--- src/rtl/seg7_pkg.sv ---
// seg7_pkg
// Shared types and constants for the seven-segment scan controller:
// scan state encoding, digit count, and the dark patterns for the
// active-low anode and segment buses.
package seg7_pkg;

    typedef enum logic [1:0] {
        OFF,
        GUARD,
        DRIVE
    } state_t;

    localparam int         NUM_DIGITS = 4;
    localparam logic [6:0] SEG_BLANK  = 7'h7F;
    localparam logic [3:0] AN_OFF     = 4'hF;

    // True when digit k is a leading zero: k is not the rightmost digit
    // and nibbles k..3 of v are all zero.
    function automatic logic lz_blank(input logic [15:0] v, input logic [1:0] k);
        logic [15:0] hi;
        hi = v >> {k, 2'b00};
        return (k != 2'd0) && (hi == 16'h0000);
    endfunction

endpackage

--- src/rtl/hexto7segment.sv ---
// hexto7segment
// 4-bit code to active-low seven-segment pattern {g,f,e,d,c,b,a}.
// Codes 0-9 show the decimal digit; codes 10-15 are blanked.
// Ports:
//   hex  in  4  code to decode
//   seg  out 7  active-low segment pattern
module hexto7segment
    import seg7_pkg::*;
(
    input  logic [3:0] hex,
    output logic [6:0] seg
);

    always_comb begin
        seg = SEG_BLANK;
        case (hex)
            4'd0:    seg = 7'h40;
            4'd1:    seg = 7'h79;
            4'd2:    seg = 7'h24;
            4'd3:    seg = 7'h30;
            4'd4:    seg = 7'h19;
            4'd5:    seg = 7'h12;
            4'd6:    seg = 7'h02;
            4'd7:    seg = 7'h78;
            4'd8:    seg = 7'h00;
            4'd9:    seg = 7'h10;
            default: seg = SEG_BLANK;
        endcase
    end

endmodule

--- src/rtl/seg7_scan_ctrl.sv ---
// seg7_scan_ctrl
// Time-multiplexed scan controller for a 4-digit common-anode display.
// Each digit gets a dark guard interval followed by a drive interval.
// New values are staged via load and committed to the displayed (shadow)
// copy only at a frame boundary, or immediately while the display is off.
// Ports:
//   clk       in  1   system clock
//   rst_n     in  1   synchronous active-low reset
//   enable    in  1   1 = scan, 0 = dark
//   value_in  in  16  four BCD nibbles, [3:0] = digit 0 (an[0])
//   dp_in     in  4   decimal-point request per digit, active-high
//   load      in  1   strobe: stage value_in/dp_in
//   lz_en     in  1   leading-zero suppression enable
//   an        out 4   digit anodes, active-low
//   seg       out 7   segments {g,f,e,d,c,b,a}, active-low
//   dp        out 1   decimal point, active-low
//   load_ack  out 1   one-cycle pulse when staged data is committed
module seg7_scan_ctrl
    import seg7_pkg::*;
#(
    parameter int REFRESH_DIV  = 100000,
    parameter int GUARD_CYCLES = 16
) (
    input  logic        clk,
    input  logic        rst_n,
    input  logic        enable,
    input  logic [15:0] value_in,
    input  logic [3:0]  dp_in,
    input  logic        load,
    input  logic        lz_en,
    output logic [3:0]  an,
    output logic [6:0]  seg,
    output logic        dp,
    output logic        load_ack
);

    localparam int CNT_MAX = (REFRESH_DIV > GUARD_CYCLES) ? REFRESH_DIV : GUARD_CYCLES;
    localparam int CW      = $clog2(CNT_MAX + 1);

    localparam logic [CW-1:0] DRIVE_LAST = CW'(REFRESH_DIV - 1);
    localparam logic [CW-1:0] GUARD_LAST = CW'(GUARD_CYCLES - 1);
    localparam logic [CW-1:0] CNT_SAT    = CW'(CNT_MAX);

    state_t          state;
    logic [1:0]      idx;
    logic [CW-1:0]   cnt;
    logic [15:0]     shadow_val;
    logic [3:0]      shadow_dp;
    logic [15:0]     staged_val;
    logic [3:0]      staged_dp;
    logic            pending;
    logic            ack_r;

    logic [3:0]      nib_sel;
    logic [6:0]      seg_dec;
    logic [6:0]      seg_drive;
    logic [3:0]      an_drive;

    assign nib_sel = shadow_val[{idx, 2'b00} +: 4];

    hexto7segment u_dec (
        .hex (nib_sel),
        .seg (seg_dec)
    );

    assign seg_drive = (lz_en && lz_blank(shadow_val, idx)) ? SEG_BLANK : seg_dec;
    assign an_drive  = ~(4'b0001 << idx);

    // Gate with rst_n so an ack registered just before reset cannot
    // appear while reset is being held.
    assign load_ack = ack_r & rst_n;

    always_ff @(posedge clk) begin
        if (!rst_n) begin
            state      <= OFF;
            idx        <= 2'd0;
            cnt        <= '0;
            shadow_val <= 16'h0000;
            shadow_dp  <= 4'h0;
            staged_val <= 16'h0000;
            staged_dp  <= 4'h0;
            pending    <= 1'b0;
            ack_r      <= 1'b0;
            an         <= AN_OFF;
            seg        <= SEG_BLANK;
            dp         <= 1'b1;
        end else begin
            ack_r <= 1'b0;
            an    <= AN_OFF;
            seg   <= SEG_BLANK;
            dp    <= 1'b1;

            // Staging always captures; commit below may still use the
            // previously staged value in this same cycle.
            if (load) begin
                staged_val <= value_in;
                staged_dp  <= dp_in;
                pending    <= 1'b1;
            end

            case (state)
                OFF: begin
                    // Nothing is on screen, so a load can commit at once.
                    if (load) begin
                        shadow_val <= value_in;
                        shadow_dp  <= dp_in;
                        pending    <= 1'b0;
                        ack_r      <= 1'b1;
                    end
                    idx <= 2'd0;
                    cnt <= '0;
                    if (enable) begin
                        state <= GUARD;
                    end
                end

                GUARD: begin
                    if (!enable) begin
                        state <= OFF;
                        idx   <= 2'd0;
                        cnt   <= '0;
                    end else if (cnt == GUARD_LAST) begin
                        state <= DRIVE;
                        cnt   <= '0;
                        an    <= an_drive;
                        seg   <= seg_drive;
                        dp    <= ~shadow_dp[idx];
                    end else if (cnt != CNT_SAT) begin
                        cnt <= cnt + 1'b1;
                    end
                end

                DRIVE: begin
                    if (!enable) begin
                        state <= OFF;
                        idx   <= 2'd0;
                        cnt   <= '0;
                    end else if (cnt == DRIVE_LAST) begin
                        state <= GUARD;
                        cnt   <= '0;
                        idx   <= idx + 2'd1;
                        // Frame boundary: swap in staged data while dark.
                        if (idx == 2'd3 && pending) begin
                            shadow_val <= staged_val;
                            shadow_dp  <= staged_dp;
                            pending    <= load;
                            ack_r      <= 1'b1;
                        end
                    end else begin
                        if (cnt != CNT_SAT) begin
                            cnt <= cnt + 1'b1;
                        end
                        an  <= an_drive;
                        seg <= seg_drive;
                        dp  <= ~shadow_dp[idx];
                    end
                end

                default: begin
                    state <= OFF;
                    idx   <= 2'd0;
                    cnt   <= '0;
                end
            endcase
        end
    end

endmodule

--- config.mk ---
export PLATFORM = sky130hd
export DESIGN_NAME = seg7_scan_ctrl
export DESIGN_NICKNAME = d
export VERILOG_FILES = /design/src/rtl/seg7_pkg.sv /design/src/rtl/hexto7segment.sv /design/src/rtl/seg7_scan_ctrl.sv
export SDC_FILE = /design/constraint.sdc
export NUM_CORES = 1
export LEC_CHECK = 0
export BUFFER_PORTS_ARGS = -buffer_cell sky130_fd_sc_hd__buf_2
export CAP_MARGIN = 20
export CORE_ASPECT_RATIO = 1.4
export CORE_UTILIZATION = 26
export DETAILED_ROUTE_END_ITERATION = 16
export HOLD_SLACK_MARGIN = 0.08
export SETUP_SLACK_MARGIN = 0.5
export SLEW_MARGIN = 20
export SYNTH_ARGS = -nofsm -noshare
export SYNTH_HDL_FRONTEND = slang
export SYNTH_SLANG_ARGS = --single-unit
--- constraint.sdc ---
create_clock -name clk -period 4.46 [get_ports clk]
set_clock_uncertainty 0.15 [all_clocks]
set_input_delay 0.892 -clock clk [delete_from_list [all_inputs] [get_ports clk]]
set_output_delay 0.892 -clock clk [all_outputs]
set_load 0.02 [all_outputs]
==> results of run 1 <==
==> layout by cell type (no fill, tap or decap), types with 2 or more instances in the layout <==
cell        netlist  routed
xor2_1            6       6
nand4_1          12      12
nor3_1            2       2
o211ai_1          4       4
nand3_1          11      11
nand2b_1          3       3
dfxtp_1          75      75
clkbuf_8          0       2
o22ai_1           2       2
or4_1             5       5
nand2_1          12      12
ha_1             15      14
nor4b_1           2       2
clkinvlp_4        0       2
mux2_2            2       2
clkbuf_16         0       9
buf_4             0       2
and2_1            2       2
o21ai_0          16      16
a211oi_1         20      20
mux4_2            5       5
a221oi_1          2       2
nor4_1            4       4
mux2i_1          42      42
inv_1            13      13
nor2_1           74      74
and3_1            4       4
xnor2_1           9       9
buf_2             3      37
a21oi_1          18      17
==> logic make-up after synthesis <==
logic type / share of synthesized area (%)
buf+inv: 3.77
compound gates: 12.8
xor+xnor: 3.57
fa+ha+maj: 5.09
simple gates: 18.9
mux: 15.1
flops: 40.7
==> where the power goes <==
part,internal [uW],switching (uW),total (uW)
Clock,459,269,728
Combinational,110,160,270
Sequential,723,35.8,758
Total,1290,465,1760
==> routing by layer <==
layer | global-route usage [%] | wire length [um] | share of wire [%] | vias to the layer above
met5 | 0 | 0 | 0 | -
met4 | 6.17 | 174 | 2.1 | 0
met3 | 2.15 | 284 | 3.4 | 13
met2 | 21.2 | 4210 | 51 | 54
met1 | 14.6 | 3580 | 43 | 1400
li1 | - | - | - | 1509
==> final cells by class <==
cell class | instances | area, um2
inverter | 14 | 52.6
clock buffer | 11 | 253
fill | 1473 | 9510
clock inverter | 4 | 50.0
sequential | 75 | 1500
multi-input combinational | 291 | 2050
tap | 185 | 231
timing repair buffer | 39 | 200
==> state kept, by name, indices dropped and copies added, names as in the netlist <==
register and count:
ack_r 1, an 4, cnt 17, dp 1, idx 2, pending 1, seg 7, shadow_dp 4
shadow_val 16, staged_dp 4, staged_val 16, state 2
==> final timing paths <==
| kind | to | slack (ns) |
|---|---|---|
| setup reg to reg | seg[1] | 1.40 |
| setup / recovery | seg[1] | 1.40 |
| hold / removal | staged_dp[1] | 0.34 |
| hold reg to reg | staged_dp[1] | 0.34 |
==> stage by stage <==
step	total power, uW	worst slack (ns)	instances
floorplan	963	1.68	402
global placement	1030	1.57	604
detailed placement	1040	1.44	604
CTS	1770	1.41	619
global route	1850	1.10	619
finish	1760	1.40	619
==> worst reg2reg max path, delay by kind of cell, from the launching register on <==
family	cells	cell delay, ns
AOI/OAI and AO/OA	3	0.80
adders and majority gates	1	0.18
buffers and inverters	1	0.14
and+or+nand+nor	2	0.38
muxes	1	0.65
DFF	1	0.71
==> results by group, run 1 <==
Synthesis
  • Post-Syn Area: 3680 um2
  • Synthesized flop and latch total: 75
  • Cell accounting for the most synthesized area: dfxtp_1
  • Syn_nets: 442
  • Post-synth ARST share: 0%
  • Sequential share of the synthesized area: about two fifths
  • Syn. warnings: 0
  • Share of the synthesized area in the top cell type: 40.7%
  • Syn Inst Count: approximately 400
  • Yosys cell types: 48
  • Most frequent cell after synthesis: dfxtp_1
  • Ys flop type: dfxtp_1
  • Post-synth EDFFs: 0
  • Area contributors post-synth: dfxtp_1, mux2i_1, nor2_1, ha_1, a211oi_1
  • Avg Cell Area, Syn: 9.17 um2
  • Commonest cells in the netlist: dfxtp_1, nor2_1, mux2i_1

Clock tree
  • H-tree Lvls: 3
  • Clock latency on the worst-skew pair: ~0.33 ns
  • CTS Sinks: 75
  • Longest Clk Path Bufs: 2
  • Hold Buf Count CTS: 0
  • Post-CTS Resized: 0
  • TritonCTS Buffers: 9
  • Worst-path clk slew: 0.06 ns
  • Post-CTS setup buffer count: 0
  • CTS tree: yes
  • Clk root buf: clkbuf_16

Timing
  • Fin crit share: 68.7%
  • Final setup viols: 0
  • Hold slack: 0.342 ns
  • Setup_tns: 0 ns
  • Hold Vio Cnt, Final: 0
  • Max-slew violation count: 0
  • Fmax: between 300 and 400 MHz
  • Fin crit period: 3.06 ns
  • Worst Max-Slew Pin Slew: approximately 0.75 ns
  • Relative slew slack: 50.2%
  • RSZ-0062 raised after global routing: false

Final layout
  • Proportion of layout cells with a drive suffix above 1: ~15%
  • Layout area overhead: 17.8%
  • Final Util: a little under a third
  • Antenna cells: 0
  • Final layout net count: 470
  • Post-route cell area: 4340 um2

Setup path
  • R2r worst-path depth: 8
  • Worst setup SP type: flip-flop
  • Delay-heaviest family, CP: compound AO/OA/AOI/OAI gates
  • CP Capture Type: flip-flop
  • Crit path DAT: 3.18 ns
  • Worst Setup Path Type: flip-flop to flip-flop
  • WP buf/inv: 1
  • Required time of the critical path: 4.58 ns
  • Crit path launch: idx[0]
  • Most used cell, CP: o211ai_1
  • Slowest cell delay on critical path: 0.71 ns
  • Crit-path cells: mux4_2 > inv_1 > ha_1 > nor4b_1 > o211ai_1 > o211ai_1 > o21ai_0 > nand4_1
  • Worst Path Max Fanout: 14
  • RR Startpoint: idx[0]
  • Crit-path slowest cell: dfxtp_1
  • WP depth: 8

Route
  • Total Wirelength: 8.25 mm
  • DRC: 0
  • Routed WL per cell: 13.3 um
  • Drt first pass iters: 6
  • DR vias/cell: 4.81
  • Final ANT Viol Nets: 0
  • Via count of the routed design: between 2000 and 3000
  • Starting DRT DRC Count: 143

Global route
  • Grt ovf: 0
  • GRT Overall Usage: roughly an eighth
  • Initial antenna violation count: 0
  • Vias in the first global route: about 3000
  • First-pass GRT wire length: 14.2 mm
  • Pin count of the biggest net entering global routing: 46

Floorplan
  • Die height: 143 um
  • I/O pin total: 38
  • Die footprint: 14700 um2
  • Row count: 51
  • Initial Util: 26.6%
  • Chip width: between 100 and 150 um
  • Core Box Area: 13800 um2

Worst hold path
  • WHS Path Cells: 2
  • Hold Path Class: flip-flop to flip-flop
  • Hold_sp: staged_dp[1]

Power
  • Pwr Density: ~400 nW/um2
  • Peak VDD IR: 0.000206 V
  • Static Leak: approximately 0.0016 uW

Placement
  • HPWL after DPL: 6.16 mm
  • I/O Buffers: 37
  • RePlAce Congestion: around 0.84
  • DP Area: 4040 um2

Run
  • Max Cap Viol: 0

Status
  • Status: finished clean
No activity file was read; power rests on OpenSTA's default activity.
==> run 2, diff against run 1 <==
==> constraint.sdc (replaced) <==
create_clock -name clk -period 3.1 [get_ports clk]
set_clock_uncertainty 0.15 [all_clocks]
set_input_delay 0.62 -clock clk [delete_from_list [all_inputs] [get_ports clk]]
set_output_delay 0.62 -clock clk [all_outputs]
set_load 0.02 [all_outputs]
==> results by group, run 2 (same netlist as run 1, synthesis figures left out) <==
Placement
  • RePlAce Congestion: between 0.8 and 0.9
  • DP Area: 4070 um2
  • I/O Buffers: 37
  • HPWL after DPL: 6.04 mm

Route
  • Via count of the routed design: slightly above 3000
  • Routed WL per cell: 13.4 um
  • Starting DRT DRC Count: 158
  • Total Wirelength: 8.48 mm
  • Drt first pass iters: 4
  • DR vias/cell: 4.85
  • DRC: 0
  • Final ANT Viol Nets: 0

Worst hold path
  • Hold Path Class: flip-flop to flip-flop
  • Hold_sp: staged_val[8]
  • WHS Path Cells: 2
  • Hold Crit Endpoint: staged_val[8]

Clock tree
  • TritonCTS Buffers: 9
  • Worst-path clk slew: ~0.060 ns
  • Clk root buf: clkbuf_16
  • Longest Clk Path Bufs: 2
  • CTS Sinks: 75
  • Hold Buf Count CTS: 0
  • CTS tree: yes
  • H-tree Lvls: 3
  • Clock latency on the worst-skew pair: 0.33 ns

Floorplan
  • Die footprint: approximately 15000 um2
  • Die height: ~140 um
  • Chip width: 103 um
  • Initial Util: 26.6%
  • I/O pin total: 38
  • Row count: 51
  • Core Box Area: 13800 um2

Power
  • Peak VDD IR: 0.000291 V
  • Static Leak: 0.00166 uW
  • Sw power: 663 uW
  • Sequential share of power: roughly 45%
  • Internal Power: 1770 uW
  • Clock network fraction of total power: a little under two fifths
  • Switch share: 27.3%
  • Pwr Density: roughly 550 nW/um2
  • Gate power share: 16.9%
  • Pwr Total: 2430 uW

Final layout
  • Proportion of layout cells with a drive suffix above 1: 19.2%
  • Max reg flops: 17
  • Filler cell count in the final layout: 1461
  • Most frequent cells in the layout: nor2_1, dfxtp_1, mux2i_1
  • Final Util: approximately a third
  • Post-route cell area: 4440 um2
  • Largest reg by FF count: cnt
  • Antenna cells: 0
  • Layout area overhead: 20.5%
  • Largest regs: cnt: 17 flops, shadow_val: 16 flops, staged_val: 16 flops
  • Commonest non-fill, non-tap cell in the layout: nor2_1
  • Final layout net count: 483

Setup path
  • Crit path launch: cnt[12]
  • Required time of the critical path: 3.21 ns
  • R2r worst-path depth: 7
  • Worst Path Max Fanout: 5
  • Worst setup SP type: flip-flop
  • Worst reg2reg endpoint: state[1]
  • R2R setup slack: 0.52 ns
  • Crit path DAT: around 2.7 ns
  • CP Capture Type: flip-flop
  • Worst Setup Path Type: flip-flop to flip-flop
  • RR Startpoint: cnt[12]

Timing
  • Final setup viols: 0
  • Worst Max-Slew Pin Slew: 0.748 ns
  • Max-slew violation count: 0
  • Fmax: 388 MHz
  • Hold Vio Cnt, Final: 0
  • Hold slack: 0.342 ns
  • Setup_tns: 0 ns
  • RSZ-0062 raised after global routing: true
  • Fin crit share: 83.1%
  • Fin crit period: ~2.6 ns
  • Relative slew slack: 50.1%

Global route
  • GRT Overall Usage: approximately an eighth
  • First-pass GRT wire length: 13.8 mm
  • Initial antenna violation count: 0
  • Pin count of the biggest net entering global routing: 46
  • Grt ovf: 0
  • Vias in the first global route: about 2900

Run
  • Max Cap Viol: 0

Status
  • Status: finished clean
[run 2: changes by cell type in the layout (fill, tap and decap cells not counted), sizes merged]
cell      previous run  this run
buf                 39        52
bufinv               1         0
clkbuf              11        12
clkinv               1         3
clkinvlp             2         0
[run 2: area by class of cell]
type | count | area [um2] | share of cell area [%]
repair buffers | 52 | 310 | 6.99
multi-input cells | 291 | 2080 | 46.8
inverters | 14 | 52.6 | 1.18
flip-flops and latches | 75 | 1510 | 34.0
clock inverters | 3 | 15.0 | 0.338
well taps | 185 | 231 | 5.21
clock buffers | 12 | 246 | 5.55
[run 2: layer usage]
layer / part of all wire (%) / vias up / GRT usage, %
met2: 50 / 56 / 20.0
met3: 3.8 / 17 / 2.84
met4: 2.0 / 0 / 5.11
met1: 44 / 1467 / 15.0
li1: - / 1528 / -
met5: 0 / - / 0
[run 2: worst max-delay path by stage]
stage	endpoint	slack (ns)	cells past startpoint
floorplan	seg[1]	0.55	9
global placement	seg[1]	0.48	8
detailed placement	seg[1]	0.38	8
CTS	state[1]	0.51	7
global route	state[1]	0.45	7
finish	state[1]	0.52	7
[run 2: per-stage QoR]
stage / setup slack [ns] / cells
final: 0.523 / 632
after global routing: 0.451 / 632
after CTS: 0.512 / 624
after detailed placement: 0.381 / 608
after global placement: 0.480 / 608
after floorplan: 0.546 / 402
[run 2: power groups by stage]
| stage | clock network (uW) | registers, uW | logic [uW] |
|---|---|---|---|
| floorplan | 0 | 1110 | 271 |
| global placement | 0 | 1110 | 377 |
| detailed placement | 0 | 1110 | 389 |
| CTS | 954 | 1090 | 392 |
| global route | 999 | 1100 | 458 |
| finish | 932 | 1090 | 411 |
[run 2: timing repair]
action / in CTS / in global routing
setup endpoints to repair: 7 / 47
pin swaps: 2 / 6
buffers inserted: 1 / 8
cloned: 0 / 0
endpoints found under the hold margin: 0 / 0
gates resized for setup: 1 / 11
[run 2: worst max-delay path: stages (launching register included)]
cell and delay (ns):
dfxtp_4 0.34, or4_4 0.53, nor4_4 0.29, buf_4 0.19
nand3_4 0.09, a22o_4 0.29, or4b_1 0.47, a21oi_1 0.13
